**src/rtl/parking_pkg.sv**
```systemverilog
// Shared encodings and defaults for the parking gate arbiter.
// State and class enums are used by the top and the bench.
package parking_pkg;

  localparam int N_GATES_DEF  = 4;
  localparam int CAPACITY_DEF = 8;

  typedef enum logic [1:0] {
    IDLE  = 2'd0,
    ENTRY = 2'd1,
    EXIT  = 2'd2,
    REJ   = 2'd3
  } state_e;

  typedef enum logic {
    CLS_ENTRY = 1'b0,
    CLS_EXIT  = 1'b1
  } cls_e;

endpackage

```
**src/rtl/parking_gate_arbiter_rr_pick.sv**
```systemverilog
// Round-robin picker: first pending index at or after ptr+1,
// wrapping modulo N.
module rr_pick #(
  parameter int N = 4,
  parameter int W = $clog2(N)
) (
  input  logic [N-1:0] pending,
  input  logic [W-1:0] ptr,
  output logic         any,
  output logic [W-1:0] idx
);

  logic [W-1:0] jj;

  // Walk from the farthest offset down so the nearest hit wins.
  always_comb begin
    any = 1'b0;
    idx = '0;
    jj  = '0;
    for (int k = N; k >= 1; k--) begin
      jj = W'((int'(ptr) + k) % N);
      if (pending[jj]) begin
        any = 1'b1;
        idx = jj;
      end
    end
  end

endmodule

```
**src/rtl/parking_gate_arbiter.sv**
```systemverilog
// Arbitrates entry/exit gate requests onto one slot FIFO.
// Edge-latched requests, per-class round-robin, class alternation.
module parking_gate_arbiter
  import parking_pkg::*;
#(
  parameter int N_GATES  = N_GATES_DEF,
  parameter int CAPACITY = CAPACITY_DEF,
  parameter int GATE_W   = $clog2(N_GATES),
  parameter int CNT_W    = $clog2(CAPACITY + 1)
) (
  input  logic               clk,
  input  logic               reset,
  input  logic [N_GATES-1:0] entry_req,
  input  logic [N_GATES-1:0] exit_req,
  input  logic               is_full,
  input  logic               is_empty,
  output logic               write_enable,
  output logic               read_enable,
  output logic [GATE_W-1:0]  gate_id,
  output logic [N_GATES-1:0] entry_ack,
  output logic [N_GATES-1:0] exit_ack,
  output logic [N_GATES-1:0] entry_reject,
  output logic [N_GATES-1:0] exit_reject,
  output logic [CNT_W-1:0]   occupancy,
  output logic               busy
);

  state_e              state_q, state_d;
  cls_e                cls_q, cls_d;
  logic [GATE_W-1:0]   gate_q, gate_d;
  logic [GATE_W-1:0]   ent_ptr_q, ent_ptr_d;
  logic [GATE_W-1:0]   ext_ptr_q, ext_ptr_d;
  logic [N_GATES-1:0]  ent_prev_q, ext_prev_q;
  logic [N_GATES-1:0]  ent_pend_q, ent_pend_d;
  logic [N_GATES-1:0]  ext_pend_q, ext_pend_d;
  logic [N_GATES-1:0]  ent_clr, ext_clr, oh_d;
  logic [CNT_W-1:0]    occ_q, occ_d;
  logic                we_q, re_q, busy_q, busy_d;
  logic [N_GATES-1:0]  eack_q, xack_q, erej_q, xrej_q;
  logic                ent_any, ext_any, take_ent;
  logic [GATE_W-1:0]   ent_idx, ext_idx;

  rr_pick #(.N(N_GATES), .W(GATE_W)) u_ent_pick (
    .pending (ent_pend_q),
    .ptr     (ent_ptr_q),
    .any     (ent_any),
    .idx     (ent_idx)
  );

  rr_pick #(.N(N_GATES), .W(GATE_W)) u_ext_pick (
    .pending (ext_pend_q),
    .ptr     (ext_ptr_q),
    .any     (ext_any),
    .idx     (ext_idx)
  );

  assign take_ent = ent_any & (~ext_any | (cls_q == CLS_EXIT));

  always_comb begin
    state_d   = state_q;
    cls_d     = cls_q;
    gate_d    = gate_q;
    ent_ptr_d = ent_ptr_q;
    ext_ptr_d = ext_ptr_q;
    ent_clr   = '0;
    ext_clr   = '0;
    unique case (state_q)
      IDLE: begin
        if (take_ent) begin
          gate_d           = ent_idx;
          ent_ptr_d        = ent_idx;
          ent_clr[ent_idx] = 1'b1;
          cls_d            = CLS_ENTRY;
          state_d          = is_full ? REJ : ENTRY;
        end else if (ext_any) begin
          gate_d           = ext_idx;
          ext_ptr_d        = ext_idx;
          ext_clr[ext_idx] = 1'b1;
          cls_d            = CLS_EXIT;
          state_d          = is_empty ? REJ : EXIT;
        end
      end
      default: state_d = IDLE;
    endcase
    // A fresh edge in the clearing cycle is re-latched.
    ent_pend_d = (ent_pend_q & ~ent_clr) | (entry_req & ~ent_prev_q);
    ext_pend_d = (ext_pend_q & ~ext_clr) | (exit_req & ~ext_prev_q);
    oh_d       = N_GATES'(1) << gate_d;
    busy_d     = (|ent_pend_d) | (|ext_pend_d) | (state_d != IDLE);
  end

  always_comb begin
    occ_d = occ_q;
    if (we_q && occ_q != CNT_W'(CAPACITY)) begin
      occ_d = occ_q + 1'b1;
    end else if (re_q && occ_q != '0) begin
      occ_d = occ_q - 1'b1;
    end
  end

  always_ff @(posedge clk or posedge reset) begin
    if (reset) begin
      state_q    <= IDLE;
      cls_q      <= CLS_EXIT;
      gate_q     <= '0;
      ent_ptr_q  <= '0;
      ext_ptr_q  <= '0;
      ent_prev_q <= '0;
      ext_prev_q <= '0;
      ent_pend_q <= '0;
      ext_pend_q <= '0;
      occ_q      <= '0;
      we_q       <= 1'b0;
      re_q       <= 1'b0;
      eack_q     <= '0;
      xack_q     <= '0;
      erej_q     <= '0;
      xrej_q     <= '0;
      busy_q     <= 1'b0;
    end else begin
      state_q    <= state_d;
      cls_q      <= cls_d;
      gate_q     <= gate_d;
      ent_ptr_q  <= ent_ptr_d;
      ext_ptr_q  <= ext_ptr_d;
      ent_prev_q <= entry_req;
      ext_prev_q <= exit_req;
      ent_pend_q <= ent_pend_d;
      ext_pend_q <= ext_pend_d;
      occ_q      <= occ_d;
      we_q       <= (state_d == ENTRY);
      re_q       <= (state_d == EXIT);
      eack_q     <= (state_d == ENTRY) ? oh_d : '0;
      xack_q     <= (state_d == EXIT) ? oh_d : '0;
      erej_q     <= (state_d == REJ && cls_d == CLS_ENTRY) ? oh_d : '0;
      xrej_q     <= (state_d == REJ && cls_d == CLS_EXIT) ? oh_d : '0;
      busy_q     <= busy_d;
    end
  end

  assign write_enable = we_q;
  assign read_enable  = re_q;
  assign gate_id      = gate_q;
  assign entry_ack    = eack_q;
  assign exit_ack     = xack_q;
  assign entry_reject = erej_q;
  assign exit_reject  = xrej_q;
  assign occupancy    = occ_q;
  assign busy         = busy_q;

endmodule
```
**config.mk**
```make
export PLATFORM = sky130hd
export DESIGN_NAME = parking_gate_arbiter
export DESIGN_NICKNAME = d
export VERILOG_FILES = /design/src/rtl/parking_pkg.sv /design/src/rtl/parking_gate_arbiter_rr_pick.sv /design/src/rtl/parking_gate_arbiter.sv
export SDC_FILE = /design/constraint.sdc
export NUM_CORES = 1
export LEC_CHECK = 0
export CORE_MARGIN = 2
export CORE_UTILIZATION = 56
export DETAILED_ROUTE_END_ITERATION = 8
export HOLD_SLACK_MARGIN = 0.03
export MAX_ROUTING_LAYER = met4
export PLACE_DENSITY = 0.89
export SLEW_MARGIN = 20
export SYNTH_ARGS = -nofsm -noshare
export SYNTH_HDL_FRONTEND = slang
export SYNTH_SLANG_ARGS = --single-unit
```
**constraint.sdc**
```tcl
create_clock -name clk -period 6.15 [get_ports clk]
set_input_delay 0.615 -clock clk [delete_from_list [all_inputs] [get_ports clk]]
set_output_delay 0.615 -clock clk [all_outputs]
set_load 0.03 [all_outputs]
```
==> impl_metrics.py, run 1 <==
metrics = {
    "outcome": {
        "status": "finished, final reports clean",
    },
    "timing": {
        "hold_slack_ns": 0.459,
        "fin_worst_skew_ns": 0.0125,
        "setup-tns-final_ns": 0,
        "grt_setup_unrepaired": "false",
        "max_freq_mhz": 338,
        "fin_crit_sh": 0.481,
        "setup-violations-final": 0,
        "tightest_slew_ns": 0.948,
        "relSlewSlack": 0.362,
        "min_period_ns": 2.96,
        "hold_viol": 0,
        "slew_violations": 0,
    },
    "job": {
        "maxCapViolCount": 0,
    },
    "detailed_routing": {
        "drc": 0,
        "routedWlPerCell_um": 14.2,
        "antenna_left": 0,
        "via_per_inst": 5.60,
        "routed-via-count": 1580,
        "routed_wl_um": 3990,
        "dr.pass1.iters": 4,
        "drt_iter0_markers": 53,
    },
    "worst_setup_path": {
        "critPathKind": "reg -> reg",
        "r2r_end": "busy$_DFF_PP0_",
        "required_ns": 6.34,
        "rr_startpoint": "ext_pend_q[3]$_DFF_PP0_",
        "start_kind": "flop",
        "reg2reg_slack_ns": 3.19,
        "worst_r2r_path_depth": 6,
        "cp-end-kind": "flop",
        "crit_fanout": 6,
        "arrival_ns": 3.15,
    },
    "synthesis": {
        "syn-num-nets": 208,
        "ys_ff_latch": 48,
        "yosys-top-cells-area": "dfrtp_1 57%, nand2b_1 3.9%, nor2_1 3.4%",
        "ys.flop_type": "dfrtp_1",
        "yosysTopAreaCell": "dfrtp_1",
        "ys.warnings.count": 0,
        "avgSynthCellArea_um2": 10.8,
        "synthDistinctLibCells": 47,
        "yosysSeqAreaShare": 0.578,
        "synth_top_area_frac": 0.566,
        "async_reset_ff_frac": 1.00,
        "netlist_area_mm2": 0.00208,
        "synth_edf_count": 0,
        "syn_inst": 193,
    },
    "clocking": {
        "clkLatencyLatePin_ns": 0.31,
        "htreeDepth": 2,
        "clk_pin_slew_ns": 0.09,
        "hold_buffers": 0,
        "cts_tree": "done",
        "cts_buffer_depth": 2,
        "cts_resized": 0,
        "cts_root_buf": "clkbuf_8",
        "post_cts_buffers": 0,
        "cts_buffers": 5,
        "cts.sinks": 48,
    },
    "die": {
        "die_x_um": 64.9,
        "io_pins": 37,
        "core_area_mm2": 0.00361,
        "initial_core_util": 0.577,
        "row_count": 22,
        "die_h_um": 64.9,
        "die_area_mm2": 0.00422,
    },
    "grt": {
        "grt_pass1_vias": 1478,
        "grtUsageTotal": 0.220,
        "grt_first_pass_wirelength_um": 6820,
        "antenna_found_initial": 0,
        "grt_start_max_net_pins": 49,
        "grt_overflow_total": 0,
    },
    "hold_path": {
        "hold_class": "reg -> reg",
        "hold_path_depth": 1,
        "hp-start": "ent_prev_q[0]$_DFF_PP0_",
        "min_to": "ent_pend_q[0]$_DFF_PP0_",
    },
    "place": {
        "place.gp.congestion": 0.927,
        "hpwlAfterDp_um": 2920,
        "portBuffers": 36,
    },
    "final_layout": {
        "nNetsFinal": 248,
        "final_common_cell": "dfrtp_1",
        "layout-drive-gt1-share": 0.0769,
        "diodes": 0,
        "syn_to_final_growth_pct": 24.9,
        "mostFrequentLayoutCells": "47 x dfrtp_1, 36 x clkdlybuf4s50_1, 19 x nor2_1",
    },
    "power": {
        "ir_drop_v": 0.000333,
        "finalPower_w": 0.00136,
        "p_leak_nw": 1.12,
        "p_per_area_mw_per_mm2": 524,
    },
}
==> metrics by stage <==
| step | utilization | std cells | worst slack, ns | instance area, µm² |
|---|---|---|---|---|
| after floorplan | - | 193 | 3.40 | 2080 |
| after global placement | 0.688 | 274 | 3.32 | 2480 |
| after detailed placement | 0.688 | 274 | 3.25 | 2480 |
| after CTS | 0.720 | 282 | 3.24 | 2600 |
| after global routing | 0.720 | 282 | 2.96 | 2600 |
| final | 0.720 | 282 | 3.19 | 2600 |
==> final cells by class <==
type	count	area, µm²
Sequential cell	48	1200
Fill cell	278	1010
Multi-Input combinational cell	133	825
Timing Repair Buffer	36	360
Clock buffer	5	68.8
Tap cell	48	60.1
Clock inverter	3	47.5
Inverter	9	33.8
==> cell usage after synthesis (2+ instances only) <==
library cell / number
dfrtp_1: 47
nor2_1: 19
nand2_1: 18
nand2b_1: 13
nor3_1: 13
inv_1: 9
o21ai_0: 6
a21o_1: 5
nor4_1: 5
a21oi_1: 4
a211o_1: 3
a21boi_0: 3
nor2b_1: 3
o21a_1: 3
o31ai_1: 3
or2_2: 3
a211oi_1: 2
ha_1: 2
mux2_2: 2
mux2i_1: 2
nand3_1: 2
==> state kept, by name, summed over array words and instances (netlist names) <==
signal        count
busy              1
ext_prev_q        4
cls_q             1
ent_ptr_q         2
entry_ack         4
read_enable       1
ent_prev_q        4
ext_pend_q        4
occupancy         4
gate_id           2
exit_ack          4
ext_ptr_q         2
ent_pend_q        4
entry_reject      4
exit_reject       4
state_q           2
write_enable      1
==> routing by layer <==
layer	wire length, µm	GRT usage	vias up
met3	193	0.0469	9
met5	0	-	-
met2	1990	0.356	48
met4	63	0.0745	0
li1	-	-	769
met1	1740	0.276	754
==> where the power goes <==
group          total (W)  internal [W]  switching [W]  leakage, nW
clock           0.000229      0.000122       0.000107       0.0583
combinational   0.000634      0.000257       0.000377        0.484
sequential      0.000499      0.000405      0.0000934        0.582
total            0.00136      0.000784       0.000577         1.12
==> kinds of logic (layout without fill, tap and decap cells) <==
family          Yosys count  in the layout  synth area share
flops                    48             48             0.578
fa+ha+maj                 3              3            0.0217
mux                       4              4            0.0205
simple gates             81             81             0.194
buf+inv                  12             53            0.0253
xor+xnor                  2              2           0.00843
compound gates           43             43             0.152
==> critical path, stage by stage, from the launching register on <==
cell and delay, ns:
dfrtp_1 0.43, nor4_1 0.84, nor2_1 0.17, nor3_1 0.41, a31oi_1 0.21, a211o_1 0.29, or4_1 0.49
==> how the worst max path moves through the flow <==
stage,from,endpoint,cells past startpoint
4_1_cts,ent_pend_q[1]$_DFF_PP0_,busy$_DFF_PP0_,6
5_1_grt,ext_pend_q[3]$_DFF_PP0_,busy$_DFF_PP0_,6
6_report,ext_pend_q[3]$_DFF_PP0_,busy$_DFF_PP0_,6
2_1_floorplan,ent_pend_q[1]$_DFF_PP0_,busy$_DFF_PP0_,7
3_5_place_dp,ent_pend_q[1]$_DFF_PP0_,busy$_DFF_PP0_,6
3_3_place_gp,ent_pend_q[1]$_DFF_PP0_,busy$_DFF_PP0_,6
Power figures use the tool's default switching activity.
==> run 2, diff against run 1 <==
--- a/config.mk
+++ b/config.mk
@@ -6,11 +6,11 @@
 export NUM_CORES = 1
 export LEC_CHECK = 0
 export CORE_MARGIN = 2
-export CORE_UTILIZATION = 56
+export CORE_UTILIZATION = 47
 export DETAILED_ROUTE_END_ITERATION = 8
 export HOLD_SLACK_MARGIN = 0.03
 export MAX_ROUTING_LAYER = met4
-export PLACE_DENSITY = 0.89
+export PLACE_DENSITY = 0.8
 export SLEW_MARGIN = 20
 export SYNTH_ARGS = -nofsm -noshare
 export SYNTH_HDL_FRONTEND = slang
==> constraint.sdc (replaced) <==
create_clock -name clk -period 2.4 [get_ports clk]
set_input_delay 0.24 -clock clk [delete_from_list [all_inputs] [get_ports clk]]
set_output_delay 0.24 -clock clk [all_outputs]
set_load 0.03 [all_outputs]
==> impl_metrics.py, run 2 (synthesis gave the netlist of run 1 again) <==
metrics = {
    "place": {
        "hpwlAfterDp_um": 3030,
        "place.gp.congestion": 0.918,
        "portBuffers": 36,
        "place_area_mm2": 0.00263,
    },
    "detailed_routing": {
        "routedWlPerCell_um": 13.7,
        "drt_iter0_markers": 113,
        "antenna_left": 0,
        "drc": 0,
        "routed-via-count": 1632,
        "dr.pass1.iters": 4,
        "via_per_inst": 5.35,
        "routed_wl_um": 4180,
    },
    "timing": {
        "slew_violations": 0,
        "min_period_ns": 2.58,
        "fin_ws_ns": -0.176,
        "tightest_slew_ns": 0.577,
        "setup-violations-final": 1,
        "fin_worst_skew_ns": 0.00588,
        "grt_setup_unrepaired": "true",
        "setup-tns-final_ns": -0.176,
        "relSlewSlack": 0.615,
        "fin_crit_sh": 1.07,
        "max_freq_mhz": 388,
        "hold_viol": 0,
    },
    "die": {
        "io_pins": 37,
        "die_h_um": 70.5,
        "core_area_mm2": 0.00429,
        "row_count": 24,
        "initial_core_util": 0.484,
        "die_area_mm2": 0.00497,
        "die_x_um": 70.5,
    },
    "grt": {
        "grt_start_max_net_pins": 49,
        "grt_pass1_vias": 1514,
        "grt_overflow_total": 0,
        "antenna_found_initial": 0,
        "grt_first_pass_wirelength_um": 6940,
        "grtUsageTotal": 0.186,
    },
    "final_layout": {
        "nNetsFinal": 267,
        "fin_area_mm2": 0.00274,
        "fillers": 377,
        "syn_to_final_growth_pct": 31.5,
        "layout-drive-gt1-share": 0.158,
        "diodes": 0,
        "mostFrequentLayoutCells": "47 x dfrtp_1, 36 x clkdlybuf4s50_1, 19 x nor2_1, 19 x buf_4, 18 x nand2_1",
        "final_common_cell": "dfrtp_1",
    },
    "worst_setup_path": {
        "worst_r2r_path_depth": 6,
        "arrival_ns": 2.76,
        "r2r_end": "busy$_DFF_PP0_",
        "critPathKind": "reg -> reg",
        "reg2reg_slack_ns": -0.18,
        "crit_fanout": 2,
        "rr_startpoint": "ent_pend_q[1]$_DFF_PP0_",
        "cp-end-kind": "flop",
        "start_kind": "flop",
        "required_ns": 2.58,
    },
    "clocking": {
        "cts.sinks": 48,
        "clk_pin_slew_ns": 0.09,
        "post_cts_buffers": 0,
        "cts_buffers": 5,
        "clkLatencyLatePin_ns": 0.30,
        "htreeDepth": 2,
        "cts_tree": "done",
        "cts_buffer_depth": 2,
        "cts_root_buf": "clkbuf_8",
    },
    "power": {
        "ir_drop_v": 0.000645,
        "p_per_area_mw_per_mm2": 1320,
        "p_leak_nw": 1.20,
    },
    "hold_path": {
        "hold_class": "in -> async",
    },
    "outcome": {
        "violations": "setup timing",
        "status": "finished with violations",
    },
    "job": {
        "maxCapViolCount": 0,
    },
}
-- run 2: cell types whose count changed in the layout (fill, tap and decap cells not counted), moves of 2 or more --
cell and change:
nor3_2 +2, clkinv_4 -2, buf_4 +19, nor3_1 -2
-- run 2: through the flow --
step                hold WS (ns)  power (W)  setup slack [ns]   util  instances
detailed placement         0.454    0.00311            -0.203  0.612        297
global route               0.397    0.00389            -0.249  0.637        305
global placement           0.444    0.00307            -0.175  0.612        297
finish                     0.390    0.00361            -0.176  0.637        305
floorplan                  0.271    0.00243            -0.353      -        193
CTS                        0.403    0.00361            -0.180  0.635        305
-- run 2: power by group --
| group | total (W) | leakage, nW | switching, W | internal, W |
|---|---|---|---|---|
| combinational | 0.00190 | 0.576 | 0.00106 | 0.000841 |
| sequential | 0.00123 | 0.582 | 0.000196 | 0.00104 |
| clock | 0.000483 | 0.0445 | 0.000276 | 0.000207 |
-- run 2: worst max-delay path by stage --
stage	depth (start not counted)	end	slack, ns	from
after floorplan	7	busy$_DFF_PP0_	-0.35	ent_pend_q[1]$_DFF_PP0_
after global placement	6	busy$_DFF_PP0_	-0.18	ent_pend_q[1]$_DFF_PP0_
final	6	busy$_DFF_PP0_	-0.18	ent_pend_q[1]$_DFF_PP0_
after global routing	6	busy$_DFF_PP0_	-0.25	ent_pend_q[1]$_DFF_PP0_
after CTS	6	busy$_DFF_PP0_	-0.18	ent_pend_q[1]$_DFF_PP0_
after detailed placement	6	busy$_DFF_PP0_	-0.20	ent_pend_q[1]$_DFF_PP0_
-- run 2: worst max-delay path, cell delays in order, from the launching register on --
cell and delay, ns:
dfrtp_1 0.39, or4_4 0.53, a211o_1 0.29, a2111o_1 0.30, o21bai_1 0.16, a211o_1 0.29, or4_1 0.49
-- run 2: what timing repair did --
item	4_1_cts	5_1_grt
endpoints found under the setup margin	5	18
hold buffers	0	0
pin swaps	1	0
resized for setup	1	2
-- run 2: final cells by class --
type | count | area [µm²] | share of cell area
clock buffer | 5 | 68.8 | 0.0252
clock inverter | 3 | 21.3 | 0.00778
inverter | 9 | 33.8 | 0.0124
multi-input combinational | 133 | 841 | 0.307
sequential | 48 | 1200 | 0.440
tap | 52 | 65.1 | 0.0238
timing repair buffer | 55 | 503 | 0.184
-- run 2: per-layer routing --
metal	GRT usage	wire, µm
met3	0.0433	205
met2	0.292	2010
met5	-	0
met4	0.0577	54
met1	0.240	1910
==> run 3, diff against run 2 <==
--- a/config.mk
+++ b/config.mk
@@ -5,7 +5,8 @@
 export SDC_FILE = /design/constraint.sdc
 export NUM_CORES = 1
 export LEC_CHECK = 0
-export CORE_MARGIN = 2
+export ABC_CLOCK_PERIOD_IN_PS = 2400
+export CAP_MARGIN = 25
 export CORE_UTILIZATION = 47
 export DETAILED_ROUTE_END_ITERATION = 8
 export HOLD_SLACK_MARGIN = 0.03
==> impl_metrics.py, run 3 (synthesis gave the netlist of run 1 again) <==
metrics = {
    "worst_setup_path": {
        "arrival_ns": 2.79,
        "worst_r2r_path_depth": 6,
        "cp-end-kind": "flop",
        "crit_fanout": 3,
        "slowest_stage": "or4_4",
        "required_ns": 2.58,
        "crit_top_cell": "a211o_1",
        "critPathKind": "reg -> reg",
        "cp_cell_sequence": "or4_4 -> a211o_1 -> a2111o_1 -> o21bai_1 -> a211o_1 -> or4_1",
        "max_stage_delay_ns": 0.54,
        "start_kind": "flop",
    },
    "die": {
        "initial_core_util": 0.505,
        "die_h_um": 68.5,
        "row_count": 23,
        "die_area_mm2": 0.00469,
        "core_area_mm2": 0.00412,
        "io_pins": 37,
        "die_x_um": 68.5,
    },
    "final_layout": {
        "syn_to_final_growth_pct": 34.4,
        "diodes": 0,
        "final_common_cell": "dfrtp_1",
        "fin_area_mm2": 0.00280,
        "nNetsFinal": 275,
        "layout-drive-gt1-share": 0.184,
        "mostFrequentLayoutCells": "47 x dfrtp_1, 36 x clkdlybuf4s50_1, 27 x buf_4",
        "fillers": 332,
    },
    "grt": {
        "grtUsageTotal": 0.222,
        "grt_start_max_net_pins": 20,
        "grt_overflow_total": 0,
        "grt_first_pass_wirelength_um": 7170,
        "grt_pass1_vias": 1626,
        "antenna_found_initial": 0,
    },
    "clocking": {
        "cts_tree": "done",
        "clk_pin_slew_ns": 0.10,
        "cts_buffers": 5,
        "htreeDepth": 2,
        "cts_buffer_depth": 2,
        "cts.sinks": 48,
        "clkLatencyLatePin_ns": 0.31,
        "cts_root_buf": "clkbuf_8",
    },
    "power": {
        "ir_drop_v": 0.000686,
        "p_leak_nw": 1.24,
        "p_per_area_mw_per_mm2": 1360,
    },
    "timing": {
        "slew_violations": 0,
        "max_freq_mhz": 383,
        "fin_crit_sh": 1.09,
        "fin_worst_skew_ns": 0.00814,
        "setup-violations-final": 1,
        "grt_setup_unrepaired": "true",
        "fin_ws_ns": -0.209,
        "hold_viol": 0,
        "relSlewSlack": 0.608,
        "setup-tns-final_ns": -0.209,
        "min_period_ns": 2.61,
        "tightest_slew_ns": 0.584,
    },
    "detailed_routing": {
        "drc": 0,
        "antenna_left": 0,
        "routed-via-count": 1736,
        "routed_wl_um": 4480,
        "via_per_inst": 5.58,
        "routedWlPerCell_um": 14.4,
        "dr.pass1.iters": 4,
        "drt_iter0_markers": 103,
    },
    "outcome": {
        "status": "finished with violations",
        "violations": "setup timing",
    },
    "place": {
        "portBuffers": 36,
        "hpwlAfterDp_um": 3350,
        "place_ws_ns": -0.245,
        "place.gp.congestion": 1.02,
        "place_area_mm2": 0.00268,
    },
    "hold_path": {
        "hold_class": "in -> async",
    },
    "job": {
        "maxCapViolCount": 0,
    },
}
[run 3: changes by cell type in the layout (fill, tap and decap cells not counted), sizes merged]
cell	change
buf	+8
[run 3: final cells by class]
type                    instances  area, µm²  share of cell area
clock buffers                   5       68.8              0.0246
flip-flops and latches         48       1200               0.430
repair buffers                 63        563               0.201
inverters                       9       33.8              0.0121
clock inverters                 3       21.3             0.00761
well taps                      50       62.6              0.0224
multi-input cells             133        843               0.302
[run 3: per-stage QoR]
stage | power, W | instances | hold WS, ns | utilization
2_1_floorplan | 0.00243 | 193 | 0.271 | -
3_5_place_dp | 0.00324 | 302 | 0.450 | 0.651
5_1_grt | 0.00405 | 311 | 0.247 | 0.679
3_3_place_gp | 0.00318 | 302 | 0.446 | 0.651
6_report | 0.00379 | 311 | 0.229 | 0.679
4_1_cts | 0.00375 | 311 | 0.240 | 0.675
[run 3: critical path: cells and delay by family, from the launching register on]
kind / cells / cell delay, ns
AOI/OAI and AO/OA: 4 / 1.06
DFF: 1 / 0.40
and+or+nand+nor: 2 / 1.03
[run 3: worst paths after layout]
check,to,slack (ns),start
max,busy$_DFF_PP0_,-0.21,ent_pend_q[1]$_DFF_PP0_
min,state_q[1]$_DFF_PP0_,0.23,reset
max reg2reg,busy$_DFF_PP0_,-0.21,ent_pend_q[1]$_DFF_PP0_
min reg2reg,ent_pend_q[0]$_DFF_PP0_,0.46,ent_prev_q[0]$_DFF_PP0_
max in group asynchronous,busy$_DFF_PP0_,1.59,reset
min in group clk,ext_prev_q[2]$_DFF_PP0_,0.39,exit_req[2]
[run 3: routing by layer]
| layer | up-vias | wire [µm] | global-route usage | part of all wire |
|---|---|---|---|---|
| li1 | 814 | - | - | - |
| met1 | 869 | 2010 | 0.270 | 0.45 |
| met2 | 48 | 2210 | 0.352 | 0.49 |
| met3 | 5 | 216 | 0.0609 | 0.048 |
| met4 | 0 | 45 | 0.0859 | 0.010 |
| met5 | - | 0 | - | 0 |
[run 3: power by group]
group | leakage, nW | switching (W) | internal (W)
combinational | 0.615 | 0.00112 | 0.000952
sequential | 0.582 | 0.000187 | 0.00104
clock | 0.0445 | 0.000285 | 0.000207
total | 1.24 | 0.00159 | 0.00220
[run 3: repair_timing]
item	CTS	global route
gates resized for setup	0	4
pin swaps	1	0
endpoints found under the setup margin	7	17
buffers inserted	1	0
hold buffers	0	0
